===== src/rtl/ram_fifo_ctrl.sv =====
// Valid/ready FIFO controller driving a single-port RAM with registered read address.
// Owns the pointers, arbitrates the RAM port round-robin and registers RAM read data.
module ram_fifo_ctrl #(
    parameter int unsigned WIDTH  = 8,
    parameter int unsigned ADDR_W = 6
) (
    input  logic              clk,
    input  logic              rst_n,
    input  logic [WIDTH-1:0]  in_data,
    input  logic              in_valid,
    output logic              in_ready,
    output logic [WIDTH-1:0]  out_data,
    output logic              out_valid,
    input  logic              out_ready,
    output logic [WIDTH-1:0]  ram_data,
    output logic [ADDR_W-1:0] ram_addr,
    output logic              ram_wnr,
    input  logic [WIDTH-1:0]  ram_q,
    output logic              full,
    output logic              empty
);

    localparam int unsigned DEPTH = 2 ** ADDR_W;
    localparam int unsigned CNT_W = ADDR_W + 1;

    logic [ADDR_W-1:0] wr_ptr_q, wr_ptr_d;
    logic [ADDR_W-1:0] rd_ptr_q, rd_ptr_d;
    logic [CNT_W-1:0]  ram_cnt_q, ram_cnt_d;
    logic              rd_pend_q, rd_pend_d;
    logic              out_valid_q, out_valid_d;
    logic [WIDTH-1:0]  out_data_q, out_data_d;
    logic              last_grant_q, last_grant_d;

    logic cnt_full;
    logic cnt_zero;
    logic wr_req;
    logic rd_req;
    logic wr_grant;
    logic rd_grant;

    // Requests and round-robin grant of the single RAM port
    always_comb begin
        cnt_full = (ram_cnt_q == CNT_W'(DEPTH));
        cnt_zero = (ram_cnt_q == '0);
        wr_req   = in_valid && !cnt_full;
        rd_req   = !cnt_zero && !rd_pend_q && (!out_valid_q || out_ready);
        wr_grant = wr_req && (!rd_req || last_grant_q);
        rd_grant = rd_req && (!wr_req || !last_grant_q);
    end

    // Idle cycles park the address on rd_ptr; ram_q is ignored unless a read is pending
    always_comb begin
        ram_wnr  = wr_grant;
        ram_addr = wr_grant ? wr_ptr_q : rd_ptr_q;
        in_ready = wr_grant;
        full     = cnt_full;
        empty    = cnt_zero && !rd_pend_q && !out_valid_q;
    end

    assign ram_data  = in_data;
    assign out_valid = out_valid_q;
    assign out_data  = out_data_q;

    // Next-state: pointer/count update on grant, capture and drain of output stage
    always_comb begin
        wr_ptr_d     = wr_ptr_q;
        rd_ptr_d     = rd_ptr_q;
        ram_cnt_d    = ram_cnt_q;
        rd_pend_d    = rd_pend_q;
        out_valid_d  = out_valid_q;
        out_data_d   = out_data_q;
        last_grant_d = last_grant_q;

        if (wr_grant) begin
            wr_ptr_d     = wr_ptr_q + ADDR_W'(1);
            ram_cnt_d    = ram_cnt_q + CNT_W'(1);
            last_grant_d = 1'b0;
        end else if (rd_grant) begin
            rd_ptr_d     = rd_ptr_q + ADDR_W'(1);
            ram_cnt_d    = ram_cnt_q - CNT_W'(1);
            rd_pend_d    = 1'b1;
            last_grant_d = 1'b1;
        end

        if (rd_pend_q) begin
            out_data_d  = ram_q;
            out_valid_d = 1'b1;
            rd_pend_d   = 1'b0;
        end else if (out_valid_q && out_ready) begin
            out_valid_d = 1'b0;
        end
    end

    always_ff @(posedge clk or negedge rst_n) begin
        if (!rst_n) begin
            wr_ptr_q     <= '0;
            rd_ptr_q     <= '0;
            ram_cnt_q    <= '0;
            rd_pend_q    <= 1'b0;
            out_valid_q  <= 1'b0;
            out_data_q   <= '0;
            last_grant_q <= 1'b1;
        end else begin
            wr_ptr_q     <= wr_ptr_d;
            rd_ptr_q     <= rd_ptr_d;
            ram_cnt_q    <= ram_cnt_d;
            rd_pend_q    <= rd_pend_d;
            out_valid_q  <= out_valid_d;
            out_data_q   <= out_data_d;
            last_grant_q <= last_grant_d;
        end
    end

endmodule


===== config.mk =====
export PLATFORM = sky130hd
export DESIGN_NAME = ram_fifo_ctrl
export DESIGN_NICKNAME = d
export VERILOG_FILES = /design/src/rtl/ram_fifo_ctrl.sv
export SDC_FILE = /design/constraint.sdc
export NUM_CORES = 1
export LEC_CHECK = 0
export BUFFER_PORTS_ARGS = -buffer_cell sky130_fd_sc_hd__buf_2
export CAP_MARGIN = 0
export CORE_ASPECT_RATIO = 0.75
export CORE_MARGIN = 3
export CORE_UTILIZATION = 48
export CTS_BUF_LIST = sky130_fd_sc_hd__clkbuf_4 sky130_fd_sc_hd__clkbuf_8
export CTS_CLUSTER_SIZE = 14
export DETAILED_ROUTE_END_ITERATION = 16
export PLACE_DENSITY = 0.78
export SYNTH_ARGS = -nofsm -noshare
export SYNTH_HDL_FRONTEND = slang
export SYNTH_SLANG_ARGS = --single-unit

===== constraint.sdc =====
create_clock -name clk -period 2.8 [get_ports clk]
set_clock_uncertainty 0.1 [all_clocks]
set_input_delay 0.42 -clock clk [delete_from_list [all_inputs] [get_ports clk]]
set_output_delay 0.42 -clock clk [all_outputs]
set_load 0.1 [all_outputs]

==> impl_metrics.csv, run 1 <==
group,metric,value,unit
grt,grt_max_degree,31,
clock_network,htreeDepth,2,
grt,grt_overflow,0,
floorplanning,rows,17,
place,pre_cts_slack,0.0785,ns
floorplanning,start_util,0.529,
logic_synthesis,synth_compound_area_frac,0.0812,
grt,grt_pass1_vias,1082,
grt,grt_usage,0.158,
logic_synthesis,yosysMostFrequentCell,"dfrtp_1",
logic_synthesis,synth_area_leaders,"dfrtp_1, mux2_2, ha_1, xnor2_1, buf_4",
route,drc,0,
logic_synthesis,yosysTopAreaCellShare,0.444,
logic_synthesis,yosysSeqAreaShare,0.461,
clock_network,cts_tree,"yes",
floorplanning,boundaryPins,47,
floorplanning,core_area,0.00308,mm^2
timing,fin_crit_sh,0.994,
clock_network,clk_pin_slew,0.06,ns
worst_setup_path,end_kind,"output pin",
logic_synthesis,ys_async_sr_fraction,1.00,
timing,max_freq,0.359,GHz
route,drt_iter0_drc,46,
worst_setup_path,crit_type,"reg2out",
grt,antenna_found_initial,0,
final_layout,multiInputGateArea,793,um^2
route,first_pass_iters,4,
timing,setup_viol,0,
timing,fin_crit,2.78,ns
logic_synthesis,synth_top_family_by_area,"multiplexers",
timing,slew_headroom,0.560,
place,io_buffers,30,
logic_synthesis,synth_fa_ha_area_frac,0.0659,
place,routabilityCongestion,0.807,
clock_network,cts_root_buffer,"clkbuf_8",
logic_synthesis,syn-num-nets,169,
job,cap_violations,0,
worst_setup_path,crit_arrival,2.26,ns
logic_synthesis,synthSimpleGateAreaFrac,0.103,
route,routed_via_density,5.21,
worst_setup_path,r2r_end,"ram_cnt_q[6]$_DFFE_PN0P_",
worst_setup_path,setup.reg_to_reg.worst_slack,0.10,ns
route,vias,1094,
route,wl_per_cell,14.2,um
logic_synthesis,synthXorXnorAreaFrac,0.0805,
worst_setup_path,ff2ff_path_depth,10,
worst_setup_path,r2r-start,"ram_cnt_q[3]$_DFFE_PN0P_",
final_layout,area_delta_synth_final,19.5,%
run_status,status,"complete, no violations",
worst_setup_path,crit_fanout,9,
logic_synthesis,synth_top_cell_by_area,"dfrtp_1",
logic_synthesis,synthesis.area,0.00163,mm^2
logic_synthesis,synth.distinct_cells,36,
logic_synthesis,synth_top_flop_cell,"dfrtp_1",
final_layout,final.fill_count,247,
grt,grt_pass1_wl,5020,um
logic_synthesis,synth_commonest_cells,"dfrtp_1, mux2_2, nand2_1",
logic_synthesis,synth-seq-cells,30,
timing,hold_viol_final,0,
logic_synthesis,syn_area_per_cell,11.6,um^2
final_layout,drive_gt1_frac,0.459,
final_layout,antenna_cells,0,
timing,final_max_slew_viol_count,0,
place,place_hpwl,2220,um
logic_synthesis,synth-edff-count,0,
logic_synthesis,yosysWarnings,0,
final_layout,num-nets-final,199,
route,drtAntennaViolNets,0,
floorplanning,die_h,56.5,um
floorplanning,die-area,0.00414,mm^2
hold_path,worst_hold_path_type,"in2async",
clock_network,cts_num_sinks,30,
timing,rsz0062_at_grt,"yes",
timing,final.setup.worst_slack,0.0158,ns
timing,worst_pin_slew,0.660,ns
clock_network,worstSkewPairLatency,0.28,ns
floorplanning,die_x,73.3,um
logic_synthesis,synth.area.mux_share,0.129,
clock_network,cts_made_buffers,5,
logic_synthesis,syn_inst,141,
worst_setup_path,required,2.28,ns
clock_network,cts_max_path_buffers,2,
final_layout,regArea,757,um^2
route,drt_wl_total,2990,um
worst_setup_path,cp-start-kind,"register",
-- worst max-delay path by stage --
stage,slack (ns),depth (start not counted),to,startpoint
final,0.02,6,ram_addr[1],ram_cnt_q[3]$_DFFE_PN0P_
after global routing,-0.06,6,ram_addr[1],ram_cnt_q[3]$_DFFE_PN0P_
after CTS,0.0005,6,ram_addr[1],ram_cnt_q[3]$_DFFE_PN0P_
after detailed placement,0.08,10,ram_cnt_q[6]$_DFFE_PN0P_,ram_cnt_q[1]$_DFFE_PN0P_
after global placement,0.24,10,ram_cnt_q[6]$_DFFE_PN0P_,ram_cnt_q[1]$_DFFE_PN0P_
after floorplan,0.03,11,ram_cnt_q[6]$_DFFE_PN0P_,out_valid$_DFFE_PN0P_
-- placed cells by master, fill, tap and decap left out, drive strengths merged, types with 3 or more instances in the layout --
| cell | instances |
|---|---|
| buf | 36 |
| ha | 7 |
| nand4 | 4 |
| xnor2 | 10 |
| o21ai | 6 |
| inv | 8 |
| a21oi | 3 |
| mux2 | 16 |
| dfrtp | 29 |
| xor2 | 5 |
| nand2 | 14 |
| clkbuf | 7 |
-- logic make-up after synthesis --
logic type | count (synthesis)
DFF | 30
adders and majority gates | 8
muxes | 17
AOI/OAI and AO/OA | 19
buffers and inverters | 21
xor gates and xnor gates | 15
and+or+nand+nor | 31
-- worst max-delay path: stages (launching register included) --
cell     delay (ns)
dfrtp_2        0.44
nor4_4         0.37
and2_4         0.21
o311a_4        0.27
buf_8          0.15
mux2_2         0.35
buf_6          0.19
-- flip-flops by register name, summed over array words and instances, names as in the netlist --
| name | count |
|---|---|
| out_data | 8 |
| ram_cnt_q | 7 |
| rd_ptr_q | 6 |
| wr_ptr_q | 6 |
| last_grant_q | 1 |
| out_valid | 1 |
| rd_pend_q | 1 |
-- metrics by stage --
step / area (um^2) / cells / setup TNS, ns / util / hold WS [ns]
2_1_floorplan: 1670 / 141 / 0 / - / 0.0244
3_3_place_gp: 1790 / 199 / 0 / 0.579 / 0.358
3_5_place_dp: 1790 / 199 / 0 / 0.579 / 0.361
4_1_cts: 1910 / 207 / 0 / 0.619 / 0.0874
5_1_grt: 1950 / 210 / -0.243 / 0.632 / 0.120
6_report: 1950 / 210 / 0 / 0.632 / 0.0674
-- cell type report --
| class | instances | area share |
|---|---|---|
| sequential | 30 | 0.388 |
| tap | 38 | 0.0244 |
| clock inverter | 1 | 0.00257 |
| timing repair buffer | 36 | 0.117 |
| clock buffer | 7 | 0.0462 |
| multi-input combinational | 90 | 0.407 |
| inverter | 8 | 0.0154 |
-- per-layer routing --
metal,share of wire,track usage,up-vias
met4,0.011,0.0568,0
li1,-,-,533
met3,0.050,0.0590,4
met1,0.44,0.207,529
met2,0.50,0.239,28
met5,0,0,-
-- timing repair --
action | CTS | global route
resized for setup | 9 | 6
pin swaps | 1 | 3
setup buffers | 0 | 3
gates cloned | 0 | 0
endpoints found under the setup margin | 4 | 6
hold buffers | 0 | 0
Power of run 1 is left out: the tool's default activity adds up to more than one toggle a clock period on the data nets, which glitch-free logic cannot reach.
==> run 2: changes to the inputs <==
--- a/config.mk
+++ b/config.mk
@@ -6,14 +6,14 @@
 export NUM_CORES = 1
 export LEC_CHECK = 0
 export BUFFER_PORTS_ARGS = -buffer_cell sky130_fd_sc_hd__buf_2
-export CAP_MARGIN = 0
+export CAP_MARGIN = 5
 export CORE_ASPECT_RATIO = 0.75
 export CORE_MARGIN = 3
-export CORE_UTILIZATION = 48
+export CORE_UTILIZATION = 50
 export CTS_BUF_LIST = sky130_fd_sc_hd__clkbuf_4 sky130_fd_sc_hd__clkbuf_8
 export CTS_CLUSTER_SIZE = 14
 export DETAILED_ROUTE_END_ITERATION = 16
-export PLACE_DENSITY = 0.78
+export PLACE_DENSITY = 0.77
 export SYNTH_ARGS = -nofsm -noshare
 export SYNTH_HDL_FRONTEND = slang
 export SYNTH_SLANG_ARGS = --single-unit
==> constraint.sdc (replaced) <==
create_clock -name clk -period 3.6 [get_ports clk]
set_clock_uncertainty 0.1 [all_clocks]
set_input_delay 0.54 -clock clk [delete_from_list [all_inputs] [get_ports clk]]
set_output_delay 0.54 -clock clk [all_outputs]
set_load 0.1 [all_outputs]
==> impl_metrics.csv, run 2 (synthesis results as in run 1) <==
group,metric,value,unit
run_status,status,"complete, no violations",
floorplanning,die_x,72.0,um
timing,fin_tns_setup,0,ns
final_layout,antenna_cells,0,
route,drtAntennaViolNets,0,
timing,worst_pin_slew,0.799,ns
worst_setup_path,crit_type,"reg2reg",
route,drt_wl_total,2910,um
final_layout,drive_gt1_frac,0.367,
route,routed_via_density,5.36,
timing,hold_viol_final,0,
timing,final_max_slew_viol_count,0,
clock_network,cts_root_buffer,"clkbuf_8",
timing,setup_viol,0,
floorplanning,rows,17,
route,vias,1094,
route,drt_iter0_drc,83,
worst_setup_path,crit_arrival,3.16,ns
grt,grt_overflow,0,
floorplanning,core_area,0.00302,mm^2
floorplanning,die_h,55.5,um
worst_setup_path,end_kind,"register",
clock_network,worstSkewPairLatency,0.28,ns
place,routabilityCongestion,0.874,
place,place_hpwl,2150,um
clock_network,cts_made_buffers,5,
clock_network,clk_pin_slew,0.06,ns
worst_setup_path,startpoint,"ram_cnt_q[1]$_DFFE_PN0P_",
worst_setup_path,required,3.70,ns
timing,fin_crit_sh,0.849,
route,wl_per_cell,14.3,um
grt,grt_pass1_wl,5020,um
timing,rsz0062_at_grt,"no",
hold_path,worst_hold_path_type,"in2async",
place,io_buffers,30,
grt,antenna_found_initial,0,
floorplanning,boundaryPins,47,
final_layout,final.fill_count,255,
worst_setup_path,crit_fanout,17,
route,drc,0,
final_layout,area_delta_synth_final,11.5,%
worst_setup_path,cp-start-kind,"register",
grt,grt_pass1_vias,1098,
final_layout,num-nets-final,193,
clock_network,cts_resized,0,
final_layout,final_cell_mix,"buf_2, dfrtp_1, mux2_2, nand2_1, xnor2_1",
job,cap_violations,0,
clock_network,postCtsSetupBuffers,0,
grt,grt_max_degree,31,
clock_network,htreeDepth,2,
route,first_pass_iters,4,
floorplanning,die-area,0.00399,mm^2
timing,slew_headroom,0.468,
timing,fin_crit,3.06,ns
clock_network,hold_buffers,0,
final_layout,final_common_cell,"buf_2",
timing,max_freq,0.327,GHz
clock_network,cts_tree,"yes",
clock_network,cts_max_path_buffers,2,
floorplanning,start_util,0.541,
worst_setup_path,r2r-start,"ram_cnt_q[1]$_DFFE_PN0P_",
final_layout,largest_reg_flops,8,
clock_network,cts_num_sinks,30,
grt,grt_usage,0.160,
run 2: path summary, 6_finish.rpt:
path                       slack (ns)  cells after the start                       end
max in group asynchronous        2.80                      1   out_data[5]$_DFFE_PN0P_
max reg2reg                      0.54                     10  ram_cnt_q[6]$_DFFE_PN0P_
min                              0.18                      1  ram_cnt_q[4]$_DFFE_PN0P_
min reg2reg                      0.37                      1   wr_ptr_q[5]$_DFFE_PN0P_
min in group clk                 0.37                      1   wr_ptr_q[5]$_DFFE_PN0P_
max                              0.54                     10  ram_cnt_q[6]$_DFFE_PN0P_
run 2: critical path, cell delays in order (launching register included):
cell and delay [ns]:
dfrtp_1 0.43, nor4_4 0.38, and2_4 0.21, o311a_4 0.33, inv_1 0.17, ha_1 0.40, o21ai_0 0.17, a31oi_1 0.08
o22ai_1 0.27, mux2i_4 0.28, xnor2_1 0.13
run 2: metrics by stage:
stage / area (um^2) / hold WS [ns] / cells / setup WS [ns] / utilization
after global placement: 1730 / 0.359 / 196 / 0.659 / 0.574
after detailed placement: 1730 / 0.367 / 196 / 0.553 / 0.574
after floorplan: 1640 / 0.144 / 141 / 0.376 / -
final: 1820 / 0.177 / 204 / 0.542 / 0.603
after CTS: 1820 / 0.207 / 204 / 0.544 / 0.603
after global routing: 1820 / 0.240 / 204 / 0.401 / 0.603
run 2: final cells by class:
type                    count  area (um^2)  area share
well taps                  38         47.5      0.0261
clock inverters             2         10.0     0.00550
inverters                   8         30.0      0.0165
repair buffers             30          150      0.0825
flip-flops and latches     30          752       0.413
multi-input cells          90          754       0.414
clock buffers               6         76.3      0.0419
run 2: layer usage:
| metal | share of wire | vias to the layer above | track usage |
|---|---|---|---|
| met5 | 0 | - | 0 |
| met4 | 0.023 | 0 | 0.0777 |
| met3 | 0.056 | 11 | 0.0527 |
| met2 | 0.48 | 29 | 0.254 |
| met1 | 0.44 | 532 | 0.194 |
| li1 | - | 522 | - |
Power of run 2 is left out for the same reason.
==> run 3: changes to the inputs <==
--- a/config.mk
+++ b/config.mk
@@ -5,6 +5,7 @@
 export SDC_FILE = /design/constraint.sdc
 export NUM_CORES = 1
 export LEC_CHECK = 0
+export ABC_AREA = 1
 export BUFFER_PORTS_ARGS = -buffer_cell sky130_fd_sc_hd__buf_2
 export CAP_MARGIN = 5
 export CORE_ASPECT_RATIO = 0.75
@@ -13,7 +14,7 @@
 export CTS_BUF_LIST = sky130_fd_sc_hd__clkbuf_4 sky130_fd_sc_hd__clkbuf_8
 export CTS_CLUSTER_SIZE = 14
 export DETAILED_ROUTE_END_ITERATION = 16
-export PLACE_DENSITY = 0.77
+export PLACE_DENSITY = 0.76
 export SYNTH_ARGS = -nofsm -noshare
 export SYNTH_HDL_FRONTEND = slang
 export SYNTH_SLANG_ARGS = --single-unit
==> constraint.sdc (replaced) <==
create_clock -name clk -period 3 [get_ports clk]
set_clock_uncertainty 0.1 [all_clocks]
set_input_delay 0.45 -clock clk [delete_from_list [all_inputs] [get_ports clk]]
set_output_delay 0.45 -clock clk [all_outputs]
set_load 0.1 [all_outputs]
==> impl_metrics.csv, run 3 <==
group,metric,value,unit
route,wl_per_cell,12.0,um
clock_network,cts_num_sinks,30,
route,drc,0,
route,vias,1329,
worst_setup_path,critical_path.cell_chain,"inv_1, nand2_2, nor2_4, nand2_2, nand3_2, nand2_4, inv_2, nand2_1, nand2_1, buf_2",
worst_setup_path,crit_type,"reg2out",
final_layout,final_common_cell,"nand2_1",
worst_setup_path,end_kind,"output pin",
clock_network,postCtsSetupBuffers,0,
route,drt_wl_total,3260,um
place,place_hpwl,2470,um
floorplanning,die_h,57.9,um
final_layout,antenna_cells,0,
logic_synthesis,synth-seq-cells,30,
final_layout,final_cell_mix,"nand2_1, buf_2, dfrtp_1, inv_1, xor2_1",
grt,grt_pass1_wl,5420,um
worst_setup_path,crit_fanout,21,
worst_setup_path,cp-start-kind,"register",
final_layout,area_delta_synth_final,11.8,%
logic_synthesis,yosysMostFrequentCell,"nand2_1",
route,drtAntennaViolNets,0,
floorplanning,start_util,0.535,
timing,rsz0062_at_grt,"no",
clock_network,cts_max_path_buffers,2,
final_layout,final.fill_count,300,
logic_synthesis,synth_area_leaders,"dfrtp_1, nand2_1, xor2_1, mux2_2, ha_1",
final_layout,final_core_util,0.598,
grt,grt_usage,0.168,
logic_synthesis,synth_top_cell_by_area,"dfrtp_1",
clock_network,cts_resized,0,
timing,hold_viol_final,0,
clock_network,cts_made_buffers,5,
logic_synthesis,syn_area_per_cell,8.76,um^2
clock_network,cts_tree,"yes",
run_status,status,"complete, no violations",
logic_synthesis,ys_async_sr_fraction,1.00,
timing,fin_crit,2.70,ns
timing,final.setup.worst_slack,0.300,ns
logic_synthesis,synth_top_flop_cell,"dfrtp_1",
final_layout,drive_gt1_frac,0.293,
timing,setup_viol,0,
logic_synthesis,synth-edff-count,0,
route,first_pass_iters,4,
logic_synthesis,synth_commonest_cells,"nand2_1, dfrtp_1, inv_1",
worst_setup_path,required,2.45,ns
clock_network,htreeDepth,2,
worst_setup_path,cp_slowest_stage_delay,0.42,ns
clock_network,hold_buffers,0,
final_layout,num-nets-final,259,
worst_setup_path,crit_buf_inv,3,
logic_synthesis,synthesis.area,0.00180,mm^2
route,wl_met1,1800,um
grt,grt_pass1_vias,1166,
route,dr_wl_met2,1190,um
worst_setup_path,r2r_end,"ram_cnt_q[4]$_DFFE_PN0P_",
route,met3_length,216,um
timing,whs,0.0904,ns
timing,max_freq,0.370,GHz
route,top_layer,"met4",
worst_setup_path,crit_arrival,2.15,ns
worst_setup_path,ff2ff_path_depth,11,
route,routed_via_density,4.89,
place,routabilityCongestion,0.849,
logic_synthesis,syn-num-nets,233,
logic_synthesis,yosysWarnings,0,
grt,grt_overflow,0,
route,drt_iter0_drc,115,
place,pre_cts_slack,0.565,ns
timing,fin_tns_setup,0,ns
worst_setup_path,r2r-start,"ram_cnt_q[0]$_DFFE_PN0P_",
timing,fin_crit_sh,0.900,
logic_synthesis,yosysSeqAreaShare,0.419,
worst_setup_path,slowest_stage,"buf_2",
logic_synthesis,synth.distinct_cells,28,
logic_synthesis,syn_inst,205,
final_layout,multiInputGateArea,852,um^2
grt,grt_max_degree,31,
grt,antenna_found_initial,0,
job,cap_violations,0,
place,io_buffers,30,
worst_setup_path,cp_top_family,"buffers and inverters",
floorplanning,rows,18,
floorplanning,core_area,0.00336,mm^2
clock_network,cts_root_buffer,"clkbuf_8",
floorplanning,die_x,75.2,um
logic_synthesis,yosysTopAreaCellShare,0.404,
floorplanning,boundaryPins,47,
worst_setup_path,setup.reg_to_reg.worst_slack,0.55,ns
hold_path,worst_hold_path_type,"in2async",
timing,slew_headroom,0.558,
timing,final_max_slew_viol_count,0,
clock_network,clk_pin_slew,0.07,ns
final_layout,largest_reg_flops,8,
timing,worst_pin_slew,0.663,ns
floorplanning,die-area,0.00435,mm^2
clock_network,worstSkewPairLatency,0.29,ns
final_layout,regArea,753,um^2
==> run 3: routing by layer <==
metal	vias to the layer above	track usage
met5	-	0
met4	0	0.0773
met3	7	0.0503
met2	42	0.216
li1	695	-
met1	585	0.257
==> run 3: cell type report <==
type                    count  share of cell area
flip-flops and latches     30               0.375
repair buffers             31              0.0785
multi-input cells         137               0.424
clock buffers               6              0.0411
inverters                  26              0.0498
clock inverters             2             0.00623
well taps                  40              0.0249
==> run 3: cells by family (layout without fill, tap and decap cells) <==
family                   after synthesis  count (layout)  synth area share
AND/OR/NAND/NOR                       84              84             0.215
buffers and inverters                 38              65             0.112
flip-flops                            30              30             0.419
AO/OA/AOI/OAI                         22              22            0.0711
XOR/XNOR                              15              15            0.0732
adder cells (fa/ha/maj)                8               8            0.0599
multiplexers                           8               8            0.0502
==> run 3: worst max-delay path by stage <==
stage / endpoint / from / slack, ns / cells past startpoint
6_report: ram_addr[2] / ram_cnt_q[1]$_DFFE_PN0P_ / 0.30 / 10
3_3_place_gp: ram_cnt_q[6]$_DFFE_PN0P_ / ram_cnt_q[4]$_DFFE_PN0P_ / 0.58 / 13
5_1_grt: ram_addr[2] / ram_cnt_q[4]$_DFFE_PN0P_ / 0.1 / 10
4_1_cts: ram_addr[2] / ram_cnt_q[1]$_DFFE_PN0P_ / 0.28 / 10
2_1_floorplan: ram_addr[0] / out_valid$_DFFE_PN0P_ / -0.05 / 5
3_5_place_dp: ram_cnt_q[4]$_DFFE_PN0P_ / out_ready / 0.57 / 11
==> run 3: worst reg2reg max path, delay by kind of cell (launching register included) <==
kind	cells	cell delay, ns
simple gates	6	0.70
fa+ha+maj	1	0.49
flops	1	0.44
compound gates	2	0.32
xor+xnor	1	0.17
buf+inv	1	0.15
==> run 3: per-stage QoR <==
stage          std cells  cell area, um^2
2_1_floorplan        205             1810
3_3_place_gp         264             1910
3_5_place_dp         264             1910
4_1_cts              272             2010
5_1_grt              272             2010
6_report             272             2010
Power of run 3 is left out for the same reason.
